===== config.mk =====
export PLATFORM = sky130hd
export DESIGN_NAME = dma_stream_fifo
export DESIGN_NICKNAME = d
export VERILOG_FILES = /design/src/rtl/dma_stream_fifo.sv
export SDC_FILE = /design/constraint.sdc
export NUM_CORES = 1
export LEC_CHECK = 0
export BUFFER_PORTS_ARGS = -buffer_cell sky130_fd_sc_hd__buf_2
export CORE_MARGIN = 8
export CORE_UTILIZATION = 65
export DETAILED_ROUTE_END_ITERATION = 10
export PLACE_DENSITY = 0.82
export SLEW_MARGIN = 20
export SYNTH_ARGS = -nofsm -noshare
export SYNTH_HDL_FRONTEND = slang
export SYNTH_SLANG_ARGS = --single-unit

===== constraint.sdc =====
create_clock -name sys_clk -period 4.9 [get_ports sys_clk]
set_input_delay 0.245 -clock sys_clk [delete_from_list [all_inputs] [get_ports sys_clk]]
set_output_delay 0.245 -clock sys_clk [all_outputs]
set_load 0.05 [all_outputs]

===== src/rtl/dma_stream_fifo.sv =====
// First-word-fall-through stream buffer between the DMA data source and its consumer.
// Optional sticky overflow flag output enabled by defining FIFO_OVF_FLAG_EN.
module dma_stream_fifo #(
    parameter int DATA_W       = 32,
    parameter int ADDR_W       = 4,
    parameter int AFULL_THRESH = 12
) (
    input  logic              sys_clk,
    input  logic              sys_rst,
    input  logic              flush,
    input  logic              wr_en,
    input  logic [DATA_W-1:0] wr_data,
    output logic              full,
    output logic              almost_full,
    output logic              fifo_valid,
    input  logic              fifo_ready,
    output logic [DATA_W-1:0] fifo_data,
    output logic [ADDR_W:0]   level,
`ifdef FIFO_OVF_FLAG_EN
    output logic              ovf,
`endif
    output logic [31:0]       wr_cnt
);

    localparam int DEPTH = 2 ** ADDR_W;
    localparam logic [ADDR_W:0] DEPTH_L  = DEPTH[ADDR_W:0];
    localparam logic [ADDR_W:0] THRESH_L = AFULL_THRESH[ADDR_W:0];

    logic [DATA_W-1:0] mem [DEPTH];
    logic [ADDR_W-1:0] wr_ptr;
    logic [ADDR_W-1:0] rd_ptr;
    logic              push;
    logic              pop;

    assign full        = (level == DEPTH_L);
    assign almost_full = (level >= THRESH_L);
    assign fifo_valid  = (level != '0);
    assign fifo_data   = mem[rd_ptr];

    // Flags come from the pre-edge level, so a full buffer drops a write
    // even when the head is popped in the same cycle.
    assign push = wr_en && !full && !flush;
    assign pop  = fifo_valid && fifo_ready && !flush;

    always_ff @(posedge sys_clk) begin
        if (push) begin
            mem[wr_ptr] <= wr_data;
        end
    end

    always_ff @(posedge sys_clk or negedge sys_rst) begin
        if (!sys_rst) begin
            wr_ptr <= '0;
            rd_ptr <= '0;
            level  <= '0;
        end else if (flush) begin
            wr_ptr <= '0;
            rd_ptr <= '0;
            level  <= '0;
        end else begin
            if (push) begin
                wr_ptr <= wr_ptr + 1'b1;
            end
            if (pop) begin
                rd_ptr <= rd_ptr + 1'b1;
            end
            unique case ({push, pop})
                2'b10:   level <= level + 1'b1;
                2'b01:   level <= level - 1'b1;
                default: level <= level;
            endcase
        end
    end

    always_ff @(posedge sys_clk or negedge sys_rst) begin
        if (!sys_rst) begin
            wr_cnt <= '0;
        end else if (push) begin
            wr_cnt <= wr_cnt + 32'd1;
        end
    end

`ifdef FIFO_OVF_FLAG_EN
    always_ff @(posedge sys_clk or negedge sys_rst) begin
        if (!sys_rst) begin
            ovf <= 1'b0;
        end else if (wr_en && full && !flush) begin
            ovf <= 1'b1;
        end
    end
`endif

endmodule


## Word level (Yosys, flattened, before mapping)

Memory sizes are Yosys's and may differ from the RTL's.
Index checks and enable logic that the tools add are counted.

| word-level totals | value |
|---|---|
| bits in registers | 45 |
| output and inout bits | 72 |
| input port bits | 37 |
| bits in writable memories | 512 |
| memories | 1 |
| logic and storage cells | 32 |

Memory list:

| memory | words | bits a word | rd ports | clocked after Yosys merged registers in | wr ports | line | RTL |
|---|---|---|---|---|---|---|---|
| mem | 16 | 32 | 1 | 0 | 1 | 29 | `logic [DATA_W-1:0] mem [DEPTH];` |

| cells by class | value |
|---|---|
| muxes and demuxes | 8 |
| $lt $le $gt $ge | 1 |
| reduce and logical (&&, ||, !) cells | 10 |
| $add $sub $neg | 5 |
| equal/unequal tests | 3 |

Operators by type and width:

| kind | count |
|---|---|
| 32-bit by 1-bit adder with 32-bit output, second input constant | 1 |
| 4-bit 2-to-1 mux | 4 |
| 5-bit one-hot mux with 2 select lines | 1 |
| 4-bit by 1-bit adder with 4-bit output, second input constant | 2 |
| 5-bit by 1-bit adder with 5-bit output, second input constant | 1 |
| 5-bit == test, second input constant | 1 |
| 5-bit by 4-bit >= comparator with 1-bit output, second input constant | 1 |
| 5-bit 2-to-1 mux | 1 |
| 5-bit nonzero test | 1 |
| 5-bit by 1-bit subtractor with 5-bit output, second input constant | 1 |
| 1-bit logical AND | 4 |
| 2-bit nonzero test | 2 |
| 3-bit nonzero test | 1 |
| 2-bit by 1-bit == test with 1-bit output, second input constant | 1 |
| 2-bit == test, second input constant | 1 |
| 1-bit logical NOT | 2 |
| 1-bit 2-to-1 mux | 2 |

## Longest topological paths before layout

| depth | value |
|---|---|
| depth in word-level cells | 7 |
| gate-level depth with buffers | 10 |
| mapped depth without buffers | 10 |

## Least setup slack after synthesis

Ideal clock, no wire load.

| timing | value |
|---|---|
| path type | reg2reg |
| start point | register level[0] |
| end point | memory mem[12][0], enable pin |
| setup slack | 1483 ps |
| stages on the path, launching flop included | 6 |
| library setup time | 421 ps |
| period minus slack after synthesis | 3417 ps |
| data required time | 4479 ps |
| data arrival time | 2996 ps |
| path buffers | 1 |
| cells stage by stage | dfrtp_1 nor4_4 a21oi_1 clkbuf_1 nand2_1 nor2_1 |

| on the way | value |
|---|---|
| longest elaborated chain between the ends | 6 |

Ends and longest elaborated chain:

| element | line | RTL |
|---|---|---|
| start, declared | 18 | `output logic [ADDR_W:0] level,` |
| start signal, assigned | 68 | `2'b10: level <= level + 1'b1;` |
| start signal, assigned | 69 | `2'b01: level <= level - 1'b1;` |
| start signal, assigned | 70 | `default: level <= level;` |
| 5-bit == test | 35 | `assign full = (level == DEPTH_L);` |
| 1-bit logical NOT | 42 | `assign push = wr_en && !full && !flush;` |
| 1-bit logical AND (2 in a row) | 42 |  |
| 1-bit 2-to-1 mux | 46 | `if (push) begin` |
| 1-bit 2-to-1 mux (not written as such) | 47 | `mem[wr_ptr] <= wr_data;` |
| end, declared | 29 |  |

Every way passes these cells.

## Final worst setup path

| timing | value |
|---|---|
| start point | register rd_ptr[0] |
| end point | output fifo_data[26] |

| on the way | value |
|---|---|
| longest elaborated chain between the ends | 1 |

Ends and longest elaborated chain:

| element | line | RTL |
|---|---|---|
| start, declared | 31 | `logic [ADDR_W-1:0] rd_ptr;` |
| start signal, assigned | 65 | `rd_ptr <= rd_ptr + 1'b1;` |
| memory 16 x 32 bit | n/a |  |
| end, declared | 17 | `output logic [DATA_W-1:0] fifo_data,` |

Every way passes these cells.

==> out/qor.yml <==
outcome: "completed"
place_inst: 1461
initial_core_util: 0.662
routabilityCongestion: 0.752
synth-main-ff-cell: "edfxtp_1"
worstSetupPathType: "register to output pin"
crit_start: "rd_ptr[0]"
r2r_start: "level[1]"
timing.final.crit_share: 0.744
ys_types: 45
io_pins: 109
diodes: 0
path_max_fanout: 41
clockPowerShare: 0.314
yosysWarnings: 0
synth-edff-count: 512
drt-pass1-iter-count: 5
dp_hpwl_mm: 25.5
fin_crit_ns: 3.65
synth_area_sq_mm: 0.0216
final_net_count: 1127
die_h_microns: 198
power.density_mw_per_mm2: 498
slew_headroom: 0.257
die-area_sq_mm: 0.0393
clk_latency_ns: 0.56
core_sq_mm: 0.0326
finalPower_w: 0.0122
fin_skew_ns: 0.0193
yosysSeqAreaShare: 0.764
die_x_microns: 198
max-vdd-ir-drop_v: 0.000356
drt_drc_violations_left: 0
grt_usage: 0.246
start_kind: "register"
final_core_util: 0.751
worstPathRequired_ns: 4.66
cp-end-kind: "output pin"
switching_share: 0.290
hold_buffers: 1
overflow: 0
path_clk_slew_ns: 0.07
pwr-share-comb: 0.230
post_cts_resized: 0
drt_iter0_markers: 950
cts.sinks: 557
cts_max_level: 2
setup_viol: 0
postLayoutCellArea_sq_mm: 0.0245
reg2reg_setup_slack_ns: 1.32
area_delta_synth_final_pct: 13.5
cts_tree: "done"
synth_nets: 986
grt_pass1_vias: 10900
intPower_w: 0.00866
numCtsBuffers: 52
cap_viol_max_count: 0
layoutNonFillerInstCount: 1563
async_reset_ff_frac: 0.0808
dpl_cell_area_sq_mm: 0.0228
port_buffers: 108
layout_commonest_cell: "edfxtp_1"
fp-row-count: 66
fmax_mhz: 274
reg2reg_to: "level[4]"
route.detailed.wl_per_inst_microns: 31.1
fin_tns_setup_ns: 0
cts_root_buf: "clkbuf_16"
drive_gt1_frac: 0.349
syn_avg_cell_area_sq_um: 23.0
grt_max_degree: 60
p_sw_w: 0.00354
drt_wl_total_mm: 48.5
synth_seq_cells: 557
vias: 10400
rsz0062_at_grt: "no"
crit_path_end: "fifo_data[26]"
syn_inst: 939
postRouteAntennaNets: 0
p_leak_nw: 7.98
worstHoldPathType: "input port to register"
r2r_cells: 10
final_cell_mix: "edfxtp_1, mux4_2, buf_2"
worstMarginPinSlew_ns: 1.11
cp.arrival_ns: 3.40
antenna_found_initial: 1
clockBufferDepth: 3
finalHoldViolCount: 0
maxSlewViolCount: 0
avgViaCountPerCell: 6.63
cts_setup_buffers: 0
grt_pass1_wl_mm: 70.4
seq_power_share: 0.455
## worst min path at each step
stage,slack [ns],endpoint,start,cells past startpoint
after floorplan,-0.05,level[0],sys_rst,0
after global placement,0.46,wr_cnt[19],sys_rst,1
after detailed placement,0.46,wr_cnt[19],sys_rst,1
after CTS,0.04,mem[5][15],wr_data[15],1
after global routing,0.05,mem[10][1],wr_data[1],1
final,0.06,mem[5][15],wr_data[15],1
## power by group through the flow
| stage | Clock [W] | Combinational (W) | Sequential (W) |
|---|---|---|---|
| CTS | 0.00388 | 0.00283 | 0.00556 |
| global route | 0.00405 | 0.00296 | 0.00558 |
| floorplan | 0 | 0.00217 | 0.00561 |
| detailed placement | 0 | 0.00277 | 0.00566 |
| finish | 0.00384 | 0.00281 | 0.00556 |
| global placement | 0 | 0.00270 | 0.00564 |
## routing by layer
layer  routed length [microns]  GRT usage  up-vias
met5                        15          0        -
met3                      3580     0.0409      105
li1                          -          -     4216
met2                     25300      0.414      554
met1                     17800      0.325     5479
met4                      1770     0.0921        2
## state kept, by name (all words and copies together) (netlist names)
| register | flops |
|---|---|
| level | 5 |
| mem | 512 |
| rd_ptr | 4 |
| wr_cnt | 32 |
| wr_ptr | 4 |
## metrics by stage
step | hold slack, ns | setup WS (ns)
global route | 0.0531 | 1.06
global placement | 0.462 | 1.77
CTS | 0.0362 | 1.20
floorplan | -0.0506 | 1.48
finish | 0.0550 | 1.25
detailed placement | 0.464 | 1.63
## area by class of cell
type | count | area, sq um
tap | 442 | 553
multi-input combinational | 332 | 4900
inverter | 6 | 22.5
sequential | 557 | 16500
fill | 1699 | 8120
clock buffer | 66 | 1390
timing repair buffer | 131 | 906
clock inverter | 29 | 218
## cell usage after synthesis (all sizes together), types with 2 or more instances
cell type    n  share of area
o21ai        2        0.00046
a21oi        4        0.00093
nand3       12         0.0028
nand4        8         0.0023
nand2b       2        0.00058
a21o         3         0.0010
nor3b        3         0.0010
ha           9         0.0052
mux4       160           0.17
nor2        23         0.0040
nor3         4         0.0012
xnor2       26          0.011
nor2b        2        0.00058
inv          6         0.0010
and3        11         0.0032
xor2        12         0.0049
nor4         2         0.0013
edfxtp     512           0.71
and4         7         0.0028
or3          2        0.00058
nand2       23         0.0040
clkbuf      20         0.0035
buf         24         0.0085
o21a         2        0.00070
o31ai        2        0.00070
dfrtp       45          0.052
## worst max-delay path: stages (launching register included)
cell and delay (ns):
dfrtp_4 0.97, buf_4 0.47, mux4_2 0.60, mux4_2 0.53, buf_2 0.24
## cell families (layout without fill, tap and decap cells)
kind of cell / count (synthesis) / count (layout) / synth area share
AO/OA/AOI/OAI: 19 / 19 / 0.00748
AND/OR/NAND/NOR: 104 / 104 / 0.0260
buffers and inverters: 50 / 232 / 0.0130
adder cells (fa/ha/maj): 10 / 10 / 0.00614
XOR/XNOR: 38 / 38 / 0.0154
multiplexers: 161 / 161 / 0.167
flip-flops: 557 / 557 / 0.764
Power figures use the tool's default switching activity.
